### src/rtl/vga_timing_gen_aot.sv
// VGA scan timing generator: current and look-ahead coordinate pairs with
// registered display-enable, sync, line/frame strobes and a frame counter.
module vga_timing_gen_aot #(
    parameter int H_VISIBLE   = 640,
    parameter int H_FRONT     = 16,
    parameter int H_SYNC      = 96,
    parameter int H_BACK      = 48,
    parameter int V_VISIBLE   = 480,
    parameter int V_FRONT     = 10,
    parameter int V_SYNC      = 2,
    parameter int V_BACK      = 33,
    parameter int H_SYNC_POL  = 0,
    parameter int V_SYNC_POL  = 0,
    parameter int LOOKAHEAD   = 2,
    parameter int FRAME_CNT_W = 8,
    localparam int H_TOTAL    = H_VISIBLE + H_FRONT + H_SYNC + H_BACK,
    localparam int V_TOTAL    = V_VISIBLE + V_FRONT + V_SYNC + V_BACK,
    localparam int HW         = $clog2(H_TOTAL),
    localparam int VW         = $clog2(V_TOTAL)
) (
    input  logic                   vga_pix_clk,
    input  logic                   rst_n,
    input  logic                   pix_ce,
    output logic [HW-1:0]          sx,
    output logic [VW-1:0]          sy,
    output logic                   display_enabled,
    output logic                   hsync,
    output logic                   vsync,
    output logic                   line_stb,
    output logic                   frame_stb,
    output logic [HW-1:0]          sx_aot,
    output logic [VW-1:0]          sy_aot,
    output logic                   display_enabled_aot,
    output logic                   frame_stb_aot,
    output logic [FRAME_CNT_W-1:0] frame_cnt
);

    typedef logic [HW-1:0] hw_t;
    typedef logic [VW-1:0] vw_t;
    typedef logic [HW:0]   hx_t;
    typedef logic [VW:0]   vx_t;

    // Decode constants carry one spare bit so terminal counts never truncate.
    localparam hx_t H_LAST     = hx_t'(H_TOTAL - 1);
    localparam vx_t V_LAST     = vx_t'(V_TOTAL - 1);
    localparam hx_t H_VIS_X    = hx_t'(H_VISIBLE);
    localparam vx_t V_VIS_X    = vx_t'(V_VISIBLE);
    localparam hx_t H_SS       = hx_t'(H_VISIBLE + H_FRONT);
    localparam hx_t H_SE       = hx_t'(H_VISIBLE + H_FRONT + H_SYNC);
    localparam vx_t V_SS       = vx_t'(V_VISIBLE + V_FRONT);
    localparam vx_t V_SE       = vx_t'(V_VISIBLE + V_FRONT + V_SYNC);
    localparam logic H_POL     = logic'(H_SYNC_POL != 0);
    localparam logic V_POL     = logic'(V_SYNC_POL != 0);
    localparam hw_t  AOT_X_RST = hw_t'(LOOKAHEAD);

    function automatic logic x_is_last(hw_t x);
        return {1'b0, x} == H_LAST;
    endfunction

    function automatic hw_t next_x(hw_t x, logic ce);
        if (!ce) return x;
        return x_is_last(x) ? '0 : x + hw_t'(1);
    endfunction

    function automatic vw_t next_y(hw_t x, vw_t y, logic ce);
        if (!ce || !x_is_last(x)) return y;
        return ({1'b0, y} == V_LAST) ? '0 : y + vw_t'(1);
    endfunction

    function automatic logic in_display(hw_t x, vw_t y);
        return ({1'b0, x} < H_VIS_X) && ({1'b0, y} < V_VIS_X);
    endfunction

    function automatic logic hsync_level(hw_t x);
        return (({1'b0, x} >= H_SS) && ({1'b0, x} < H_SE)) ? H_POL : ~H_POL;
    endfunction

    function automatic logic vsync_level(vw_t y);
        return (({1'b0, y} >= V_SS) && ({1'b0, y} < V_SE)) ? V_POL : ~V_POL;
    endfunction

    hw_t  sx_nxt;
    vw_t  sy_nxt;
    hw_t  sx_aot_nxt;
    vw_t  sy_aot_nxt;
    logic cur_frame_entry;
    logic cur_line_entry;
    logic aot_frame_entry;

    // Both pairs step with identical rules; the ahead pair is never derived
    // arithmetically from the current pair.
    always_comb begin
        sx_nxt          = next_x(sx, pix_ce);
        sy_nxt          = next_y(sx, sy, pix_ce);
        sx_aot_nxt      = next_x(sx_aot, pix_ce);
        sy_aot_nxt      = next_y(sx_aot, sy_aot, pix_ce);
        cur_line_entry  = pix_ce && (sx_nxt == '0);
        cur_frame_entry = cur_line_entry && (sy_nxt == '0);
        aot_frame_entry = pix_ce && (sx_aot_nxt == '0) && (sy_aot_nxt == '0);
    end

    // Level outputs are decoded from next-state so they line up with the
    // coordinates presented in the same cycle.
    always_ff @(posedge vga_pix_clk or negedge rst_n) begin
        if (!rst_n) begin
            sx                  <= '0;
            sy                  <= '0;
            sx_aot              <= AOT_X_RST;
            sy_aot              <= '0;
            display_enabled     <= in_display('0, '0);
            display_enabled_aot <= in_display(AOT_X_RST, '0);
            hsync               <= hsync_level('0);
            vsync               <= vsync_level('0);
            line_stb            <= 1'b0;
            frame_stb           <= 1'b0;
            frame_stb_aot       <= 1'b0;
            frame_cnt           <= '0;
        end else begin
            sx                  <= sx_nxt;
            sy                  <= sy_nxt;
            sx_aot              <= sx_aot_nxt;
            sy_aot              <= sy_aot_nxt;
            display_enabled     <= in_display(sx_nxt, sy_nxt);
            display_enabled_aot <= in_display(sx_aot_nxt, sy_aot_nxt);
            hsync               <= hsync_level(sx_nxt);
            vsync               <= vsync_level(sy_nxt);
            line_stb            <= cur_line_entry;
            frame_stb           <= cur_frame_entry;
            frame_stb_aot       <= aot_frame_entry;
            if (cur_frame_entry) begin
                frame_cnt <= frame_cnt + FRAME_CNT_W'(1);
            end
        end
    end

endmodule

### config.mk
export PLATFORM = sky130hd
export DESIGN_NAME = vga_timing_gen_aot
export DESIGN_NICKNAME = d
export VERILOG_FILES = /design/src/rtl/vga_timing_gen_aot.sv
export SDC_FILE = /design/constraint.sdc
export NUM_CORES = 1
export LEC_CHECK = 0
export BUFFER_PORTS_ARGS = -buffer_cell sky130_fd_sc_hd__buf_2
export CORE_ASPECT_RATIO = 0.8
export CORE_MARGIN = 2
export CORE_UTILIZATION = 47
export DETAILED_ROUTE_END_ITERATION = 12
export GPL_ROUTABILITY_DRIVEN = 0
export HOLD_SLACK_MARGIN = 0.05
export PLACE_DENSITY_LB_ADDON = 0.1
export SETUP_SLACK_MARGIN = 0.05
export SYNTH_ARGS = -nofsm -noshare
export SYNTH_HDL_FRONTEND = slang
export SYNTH_SLANG_ARGS = --single-unit
### constraint.sdc
create_clock -name vga_pix_clk -period 3.9 [get_ports vga_pix_clk]
set_clock_uncertainty 0.05 [all_clocks]
set_input_delay 0.195 -clock vga_pix_clk [delete_from_list [all_inputs] [get_ports vga_pix_clk]]
set_output_delay 0.195 -clock vga_pix_clk [all_outputs]
set_load 0.02 [all_outputs]
======== Word-level counts from Yosys, hierarchy flattened ========
Index checks and enable logic that the tools add are counted.
cells by class
  add/sub/neg operators ................... 5
  order comparisons ....................... 8
  equal/unequal tests ..................... 4
  multiplexer cells ....................... 14
  reductions and logical operators ........ 17
operator list
  kind                     count
  $mux W10                 10
  $add A10 B1 Y10 const B  4
  $eq A10 B10 Y1 const B   4
  $logic_not A10 Y1        4
  $lt A10 B10 Y1 const B   3
  $lt A10 B9 Y1 const B    3
  $ge A10 B10 Y1 const B   1
  $ge A10 B9 Y1 const B    1
  $add A8 B1 Y8 const B    1
  $logic_and A1 B1 Y1      8
  $mux W1                  4
  $logic_not A1 Y1         3
  $logic_or A1 B1 Y1       2
word-level totals
  flip-flop bits (word level) ............. 55
  bits of input ports ..................... 3
  output and inout port bits .............. 55
  word-level logic and storage cells ...... 60

======== Logic depth before layout (Yosys ltp) ========
Gate-level depths: netlist of run 1.
  word-level depth ........................ 8
  depth in mapped cells ................... 11
  depth with buffers taken out ............ 9

======== Worst setup path before layout of run 1 ========
No wires, ideal clock.
  path kind ............................... flip-flop to flip-flop
  start ................................... register sy[1]
  end ..................................... register frame_cnt[1]
  library setup time ...................... 0.128 ns
  arrival ................................. 2.696 ns
  data required time ...................... 3.722 ns
  setup slack ............................. 1.027 ns
  cell stages (with the launch flop) ...... 10
  path buffers ............................ 1
  period minus slack after synthesis ...... 2.873 ns
  cells stage by stage .................... dfrtp_1 ha_1 nand3_2 or4_1 a21oi_1 o211ai_1 or4b_4 buf_6 nor2_4 mux2_1
between the ends
  word-level cells in the longest chain between the ends .. 5
  elaborated cells between the ends (all ways) .. 7
  those cells by class .................... 1 x add/sub; 1 x eq/ne; 3 x mux; 2 x reduce/logical
ends and longest elaborated chain
  what                                               line  RTL
  start: declaration                                 25    output logic [VW-1:0] sy,
  start signal: assignment                           120   sy <= sy_nxt;
  $add A10 B1 Y10 or $eq A10 B10 Y1 (tied branches)  67    return ({1'b0, y} == V_LAST) ? '0 : y + vw_t'(1);
  $mux W10                                           67
  $mux W10 *                                         67
  $logic_not A10 Y1 *                                98    cur_frame_entry = cur_line_entry && (sy_nxt == '0);
  $logic_and A1 B1 Y1 *                              98
  via cur_frame_entry                                86    logic cur_frame_entry;
  end signal: assignment                             131   frame_cnt <= frame_cnt + FRAME_CNT_W'(1);
  end: declaration                                   35    output logic [FRAME_CNT_W-1:0] frame_cnt
Mark *: on every way through the listed nets, which the timed path passes. The rest lies on a longest branch. The select of a mux whose other input is x is not followed.
A chain may end at the register's enable or synchronous reset.

======== Worst setup path after layout of run 1 ========
  start ................................... register sx[0]
  end ..................................... register frame_cnt[1]
between the ends
  word-level cells in the longest chain between the ends .. 7
  elaborated cells between the ends (all ways) .. 12
  those cells by class .................... 1 x add/sub; 1 x eq/ne; 4 x mux; 6 x reduce/logical
ends and longest elaborated chain
  what                      line  RTL
  start: declaration        24    output logic [HW-1:0] sx,
  start signal: assignment  119   sx <= sx_nxt;
  $eq A10 B10 Y1            57    return {1'b0, x} == H_LAST;
  $logic_not A1 Y1          66    if (!ce || !x_is_last(x)) return y;
  $logic_or A1 B1 Y1        66
  $mux W1                   66
  $mux W10                  67
  via sy_nxt[9]             83    vw_t sy_nxt;
  $logic_not A10 Y1         98
  $logic_and A1 B1 Y1       98
  via cur_frame_entry       86
The timed path passes the listed nets, and every way through them passes these cells.

==> flow_summary.yaml, run 1 <==
sta:
  tightest_slew_ps: 989
  finalCritPeriodShare_pct: 78.4
  max-slew-margin-rel_pct: 33.5
  drv_slew: 0
  max_freq_mhz: 327
  hold_viol: 0
  hold_ws_ps: 222
  timing.final.ws_setup_ps: 844
  finalCriticalPeriod_ps: 3060
  setup_tns_ps: 0
  rsz0062_at_grt: "false"
  final-setup-viol-count: 0
yosys:
  ys_seq_area_share_pct: 44.3
  synthArstFlopShare_pct: 100
  netlist_area_sq_mm: 0.00312
  syn_nets: 337
  syn_inst: 327
  yosys_warnings: 0
  synth_edf_count: 0
  synth_top_cell_area_share_pct: 40.1
  syn_avg_cell_area_sq_um: 9.54
  yosysTopAreaCell: "dfrtp_1"
  yosys-top-cells-area: "dfrtp_1 40%, xor2_1 5.6%, dfstp_2 4.2%"
  ys_types: 56
  synth_ff_type: "dfrtp_1"
  synth_seq_cells: 55
cts:
  cts_buffers: 5
  cts_hold_buffers: 1
  clock_latency_ps: 320
  cts_buffer_depth: 2
  cts_root_buffer: "clkbuf_8"
  cts_tree: "yes"
  cts_sinks: 55
  htree_num_levels: 2
  clk_pin_slew_ps: 120
  cts_resized: 0
  post_cts_buffers: 0
global_routing:
  antenna_found_initial: 0
  globalRouteOverflowTotal: 0
  grt_max_degree: 41
  grt_pass1_wl_um: 11700
  grt_pass1_vias: 2372
  grt_use_total_pct: 19.9
critical_path:
  crit_path_end_kind: "flip-flop"
  critPathKind: "flip-flop to flip-flop"
  reg2reg_from: "sx[0]$_DFF_PN0_"
  crit_required_ps: 4050
  reg2reg_setup_slack_ps: 840
  reg2reg_to: "frame_cnt[1]$_DFFE_PN0P_"
  critPathMaxFanout: 15
  cp.arrival_ps: 3210
  start_kind: "flip-flop"
  r2r_cells: 8
  crit_path_end: "frame_cnt[1]$_DFFE_PN0P_"
  crit_start: "sx[0]$_DFF_PN0_"
run_status:
  outcome: "complete, no violations"
routing:
  dr.first_iter.drc_count: 148
  avgViaCountPerCell: 5.63
  antenna_left: 0
  wire_per_inst_um: 15.0
  dr_total_vias: 2606
  wl_um: 6930
  drc: 0
  dr.pass1.iters: 4
floorplanning:
  ioPinCount: 58
  start_util_pct: 48.7
  rows: 26
  die_y_um: 76.9
  chipWidth_um: 95.1
  coreArea_sq_mm: 0.00641
  dieArea_sq_mm: 0.00731
placed_design:
  dp.cells: 454
  port_buffers: 57
  dp.final_hpwl_um: 5150
  dpl_cell_area_sq_mm: 0.00343
  dp_slack_ps: 884
pwr:
  finalPower_mw: 1.52
  power_density_mw_per_mm2: 429
  leakagePower_nw: 1.78
  ir_drop_v: 0.000308
final_layout:
  post-route-util_pct: 55.5
  num_antenna_cells: 0
  final_cell_area_sq_mm: 0.00355
  fillers: 606
  nets: 388
  drive_above_1_share_pct: 22.7
  areaGrowthSynthToFinish_pct: 13.9
  layout_commonest_cell: "buf_2"
  stdcell_count: 463
  layout_common_cells: "57 x buf_2, 50 x dfrtp_1, 27 x nand2_1"
job:
  drv_cap: 0
hold_path:
  holdCritPathClass: "primary input to flip-flop"
worst max-delay path, cell delays in order, from the launching register on:
cell	delay [ps]
dfrtp_1	480
ha_1	280
and2_2	200
and3_1	490
o21a_1	200
o21ai_1	110
or4b_4	660
nor2_4	150
mux2_1	330
cell families (layout without fill, tap and decap cells):
group	after synthesis	after routing	share of synthesized area, %
multiplexers	2	2	0.722
buffers and inverters	39	91	5.89
AND/OR/NAND/NOR	138	138	26.2
XOR/XNOR	33	33	9.26
AO/OA/AOI/OAI	53	53	10.8
adder cells (fa/ha/maj)	7	7	2.81
flip-flops	55	55	44.3
state kept, by name, indices dropped and copies added (netlist names):
register / cells
sy_aot: 10
sx_aot: 10
hsync: 1
frame_cnt: 8
sy: 10
display_enabled: 1
sx: 10
frame_stb: 1
vsync: 1
frame_stb_aot: 1
display_enabled_aot: 1
line_stb: 1
routing by layer:
layer / track usage, % / share of wire (%) / vias to the layer above / wire length (um)
met5: 0 / 0 / - / 0
met3: 3.63 / 5.4 / 4 / 376
met1: 31.9 / 52 / 1253 / 3620
li1: - / - / 1276 / -
met2: 27.1 / 42 / 73 / 2880
met4: 5.51 / 0.65 / 0 / 45
Yosys cell counts, types with 2 or more instances:
library cell	number
dfstp_2	5
nor3_2	2
and4_1	4
nand2_1	27
or3_1	8
o21ai_1	4
o21ai_0	18
or2_2	2
xor2_1	20
nand4_1	15
buf_6	3
a21oi_1	8
a211oi_1	2
nor2_1	16
o31a_1	2
clkbuf_1	5
nor4_2	2
and3_1	11
buf_4	2
nor3_1	10
nand2b_1	2
dfrtp_1	50
xnor2_1	13
nand3_2	2
o22ai_1	2
o31ai_1	4
a31oi_1	2
nor4_1	5
ha_1	7
nand3_1	17
inv_1	23
o211ai_1	2
a21o_1	2
buf_2	6
nor4b_1	3
power by group:
part	internal, mW	total, mW	switching (mW)
logic	0.147	0.379	0.231
registers	0.636	0.750	0.114
clock network	0.195	0.396	0.201
total	0.978	1.52	0.547
cell type report:
| class | instances | area, sq um | share of cell area [%] |
|---|---|---|---|
| clock buffer | 5 | 68.8 | 1.94 |
| clock inverter | 3 | 47.5 | 1.34 |
| inverter | 23 | 86.3 | 2.43 |
| multi-input combinational | 233 | 1550 | 43.7 |
| sequential | 55 | 1380 | 38.9 |
| tap | 84 | 105 | 2.96 |
| timing repair buffer | 60 | 310 | 8.73 |
how the worst min path moves through the flow:
stage,from,end,cells past startpoint
4_1_cts,pix_ce,sx[1]$_DFF_PN0_,3
3_3_place_gp,rst_n,sy[0]$_DFF_PN0_,1
3_5_place_dp,rst_n,sy[0]$_DFF_PN0_,1
5_1_grt,pix_ce,sx[1]$_DFF_PN0_,3
2_1_floorplan,rst_n,frame_cnt[0]$_DFFE_PN0P_,0
6_report,pix_ce,sx[1]$_DFF_PN0_,3
Power figures use the tool's default switching activity.
==> run 2, diff against run 1 <==
==> constraint.sdc (replaced) <==
create_clock -name vga_pix_clk -period 2.55 [get_ports vga_pix_clk]
set_clock_uncertainty 0.05 [all_clocks]
set_input_delay 0.1275 -clock vga_pix_clk [delete_from_list [all_inputs] [get_ports vga_pix_clk]]
set_output_delay 0.1275 -clock vga_pix_clk [all_outputs]
set_load 0.02 [all_outputs]
==> flow_summary.yaml, run 2 (synthesized netlist as in run 1, its figures left out) <==
run_status:
  outcome: "finished, violations left"
  violations: "setup timing"
final_layout:
  num_antenna_cells: 0
  nets: 448
  areaGrowthSynthToFinish_pct: 38.1
  drive_above_1_share_pct: 42.6
  layout_common_cells: "58 x buf_2, 58 x buf_4, 42 x dfrtp_1"
critical_path:
  reg2reg_setup_slack_ps: -50
  reg2reg_to: "frame_cnt[1]$_DFFE_PN0P_"
  start_kind: "flip-flop"
  r2r_cells: 9
  critPathMaxFanout: 5
  crit_slowest_cell: "or4b_4"
  critical-path-top-delay-family: "simple AND/OR/NAND/NOR gates"
  critPathBufInv: 1
  crit_required_ps: 2700
  reg2reg_from: "sy[1]$_DFF_PN0_"
  critPathKind: "flip-flop to flip-flop"
  cp.depth: 9
  cp.arrival_ps: 2740
  crit_path_end_kind: "flip-flop"
  crit_start: "sy[1]$_DFF_PN0_"
  crit_path_end: "frame_cnt[1]$_DFFE_PN0P_"
  cp_cell_sequence: "inv_2 -> ha_4 -> nor4b_4 -> and4_4 -> o221ai_2 -> o31a_1 -> or4b_4 -> nor2_4 -> mux2_4"
  critPathMaxStageDelay_ps: 600
routing:
  dr.pass1.iters: 4
  avgViaCountPerCell: 5.44
  antenna_left: 0
  wl_um: 7970
  wire_per_inst_um: 15.2
  drc: 0
  dr.first_iter.drc_count: 119
  dr_total_vias: 2847
global_routing:
  grt_pass1_wl_um: 12900
  globalRouteOverflowTotal: 0
  grt_use_total_pct: 22.2
  antenna_found_initial: 0
  grt_max_degree: 56
  grt_pass1_vias: 2698
cts:
  htree_num_levels: 2
  cts_root_buffer: "clkbuf_8"
  cts_sinks: 55
  clk_pin_slew_ps: 100
  cts_tree: "yes"
  cts_buffer_depth: 2
  clock_latency_ps: 300
  cts_buffers: 5
job:
  drv_cap: 0
floorplanning:
  rows: 26
  dieArea_sq_mm: 0.00731
  chipWidth_um: 95.1
  ioPinCount: 58
  die_y_um: 76.9
  start_util_pct: 48.7
  coreArea_sq_mm: 0.00641
placed_design:
  dp.final_hpwl_um: 5520
  port_buffers: 57
  dp_slack_ps: -76.1
hold_path:
  holdCritPathClass: "primary input to flip-flop"
sta:
  max-slew-margin-rel_pct: 52.3
  hold_ws_ps: 122
  tightest_slew_ps: 715
  timing.final.ws_setup_ps: -45.4
  rsz0062_at_grt: "true"
  setup_tns_ps: -105
  finalCritPeriodShare_pct: 102
  final-setup-viol-count: 4
  max_freq_mhz: 385
  drv_slew: 0
  hold_viol: 0
  finalCriticalPeriod_ps: 2600
pwr:
  ir_drop_v: 0.000747
  leakagePower_nw: 2.17
  power_density_mw_per_mm2: 592
==> run 2: changes by cell type in the layout (fill, tap and decap cells not counted), moves of 4 or more <==
cell     before  now
buf_4         2   58
dfrtp_1      50   42
dfrtp_2       0    8
ha_1          7    3
ha_4          0    4
nor4_1        5    1
==> run 2: worst min-delay path: cells and delay by family <==
family,cells,cell delay (ps)
AO/OA/AOI/OAI,1,50
buffers and inverters,1,180
AND/OR/NAND/NOR,1,80
==> run 2: cell type report <==
cell class | count | area [sq um]
clock buffers | 6 | 82.6
clock inverters | 2 | 35.0
fillers | 510 | 2100
inverters | 23 | 86.3
multi-input cells | 233 | 1830
flip-flops and latches | 55 | 1390
well taps | 84 | 105
repair buffers | 120 | 778
==> run 2: report_power, final <==
| group | internal, mW | total (mW) | switching [mW] |
|---|---|---|---|
| combinational | 0.375 | 0.866 | 0.490 |
| clock | 0.318 | 0.607 | 0.288 |
| sequential | 0.977 | 1.08 | 0.103 |
==> run 2: stage by stage <==
| stage | power, mW | instances | area, sq um | util [%] |
|---|---|---|---|---|
| 3_3_place_gp | 1.91 | 500 | 3830 | 59.8 |
| 6_report | 2.55 | 523 | 4310 | 67.2 |
| 4_1_cts | 2.55 | 516 | 4070 | 63.5 |
| 3_5_place_dp | 1.93 | 500 | 3830 | 59.8 |
| 2_1_floorplan | 1.60 | 327 | 3190 | - |
| 5_1_grt | 2.71 | 523 | 4310 | 67.2 |
==> run 2: repair_timing <==
action,4_1_cts,5_1_grt
setup endpoints to repair,10,10
resized for setup,12,32
hold endpoints to repair,50,0
gates cloned,0,1
pin swaps,10,16
hold buffers,1,0
setup buffers,7,7
==> run 2: worst min path at each step <==
stage	start	cells past startpoint	slack [ps]	end
after global placement	rst_n	2	260	sy[4]$_DFF_PN0_
after detailed placement	rst_n	2	260	sy[0]$_DFF_PN0_
after CTS	pix_ce	3	110	sx[1]$_DFF_PN0_
final	pix_ce	3	120	sx[1]$_DFF_PN0_
after global routing	pix_ce	3	140	sx[1]$_DFF_PN0_
after floorplan	rst_n	0	-220	frame_cnt[0]$_DFFE_PN0P_
==> run 2: routing by layer <==
layer,share of wire [%],GRT usage [%],routed length [um],vias to the layer above
li1,-,-,-,1395
met1,49,34.2,3920,1371
met2,46,33.0,3630,79
met3,4.8,3.54,386,2
met4,0.36,3.91,29,0
met5,0,0,0,-
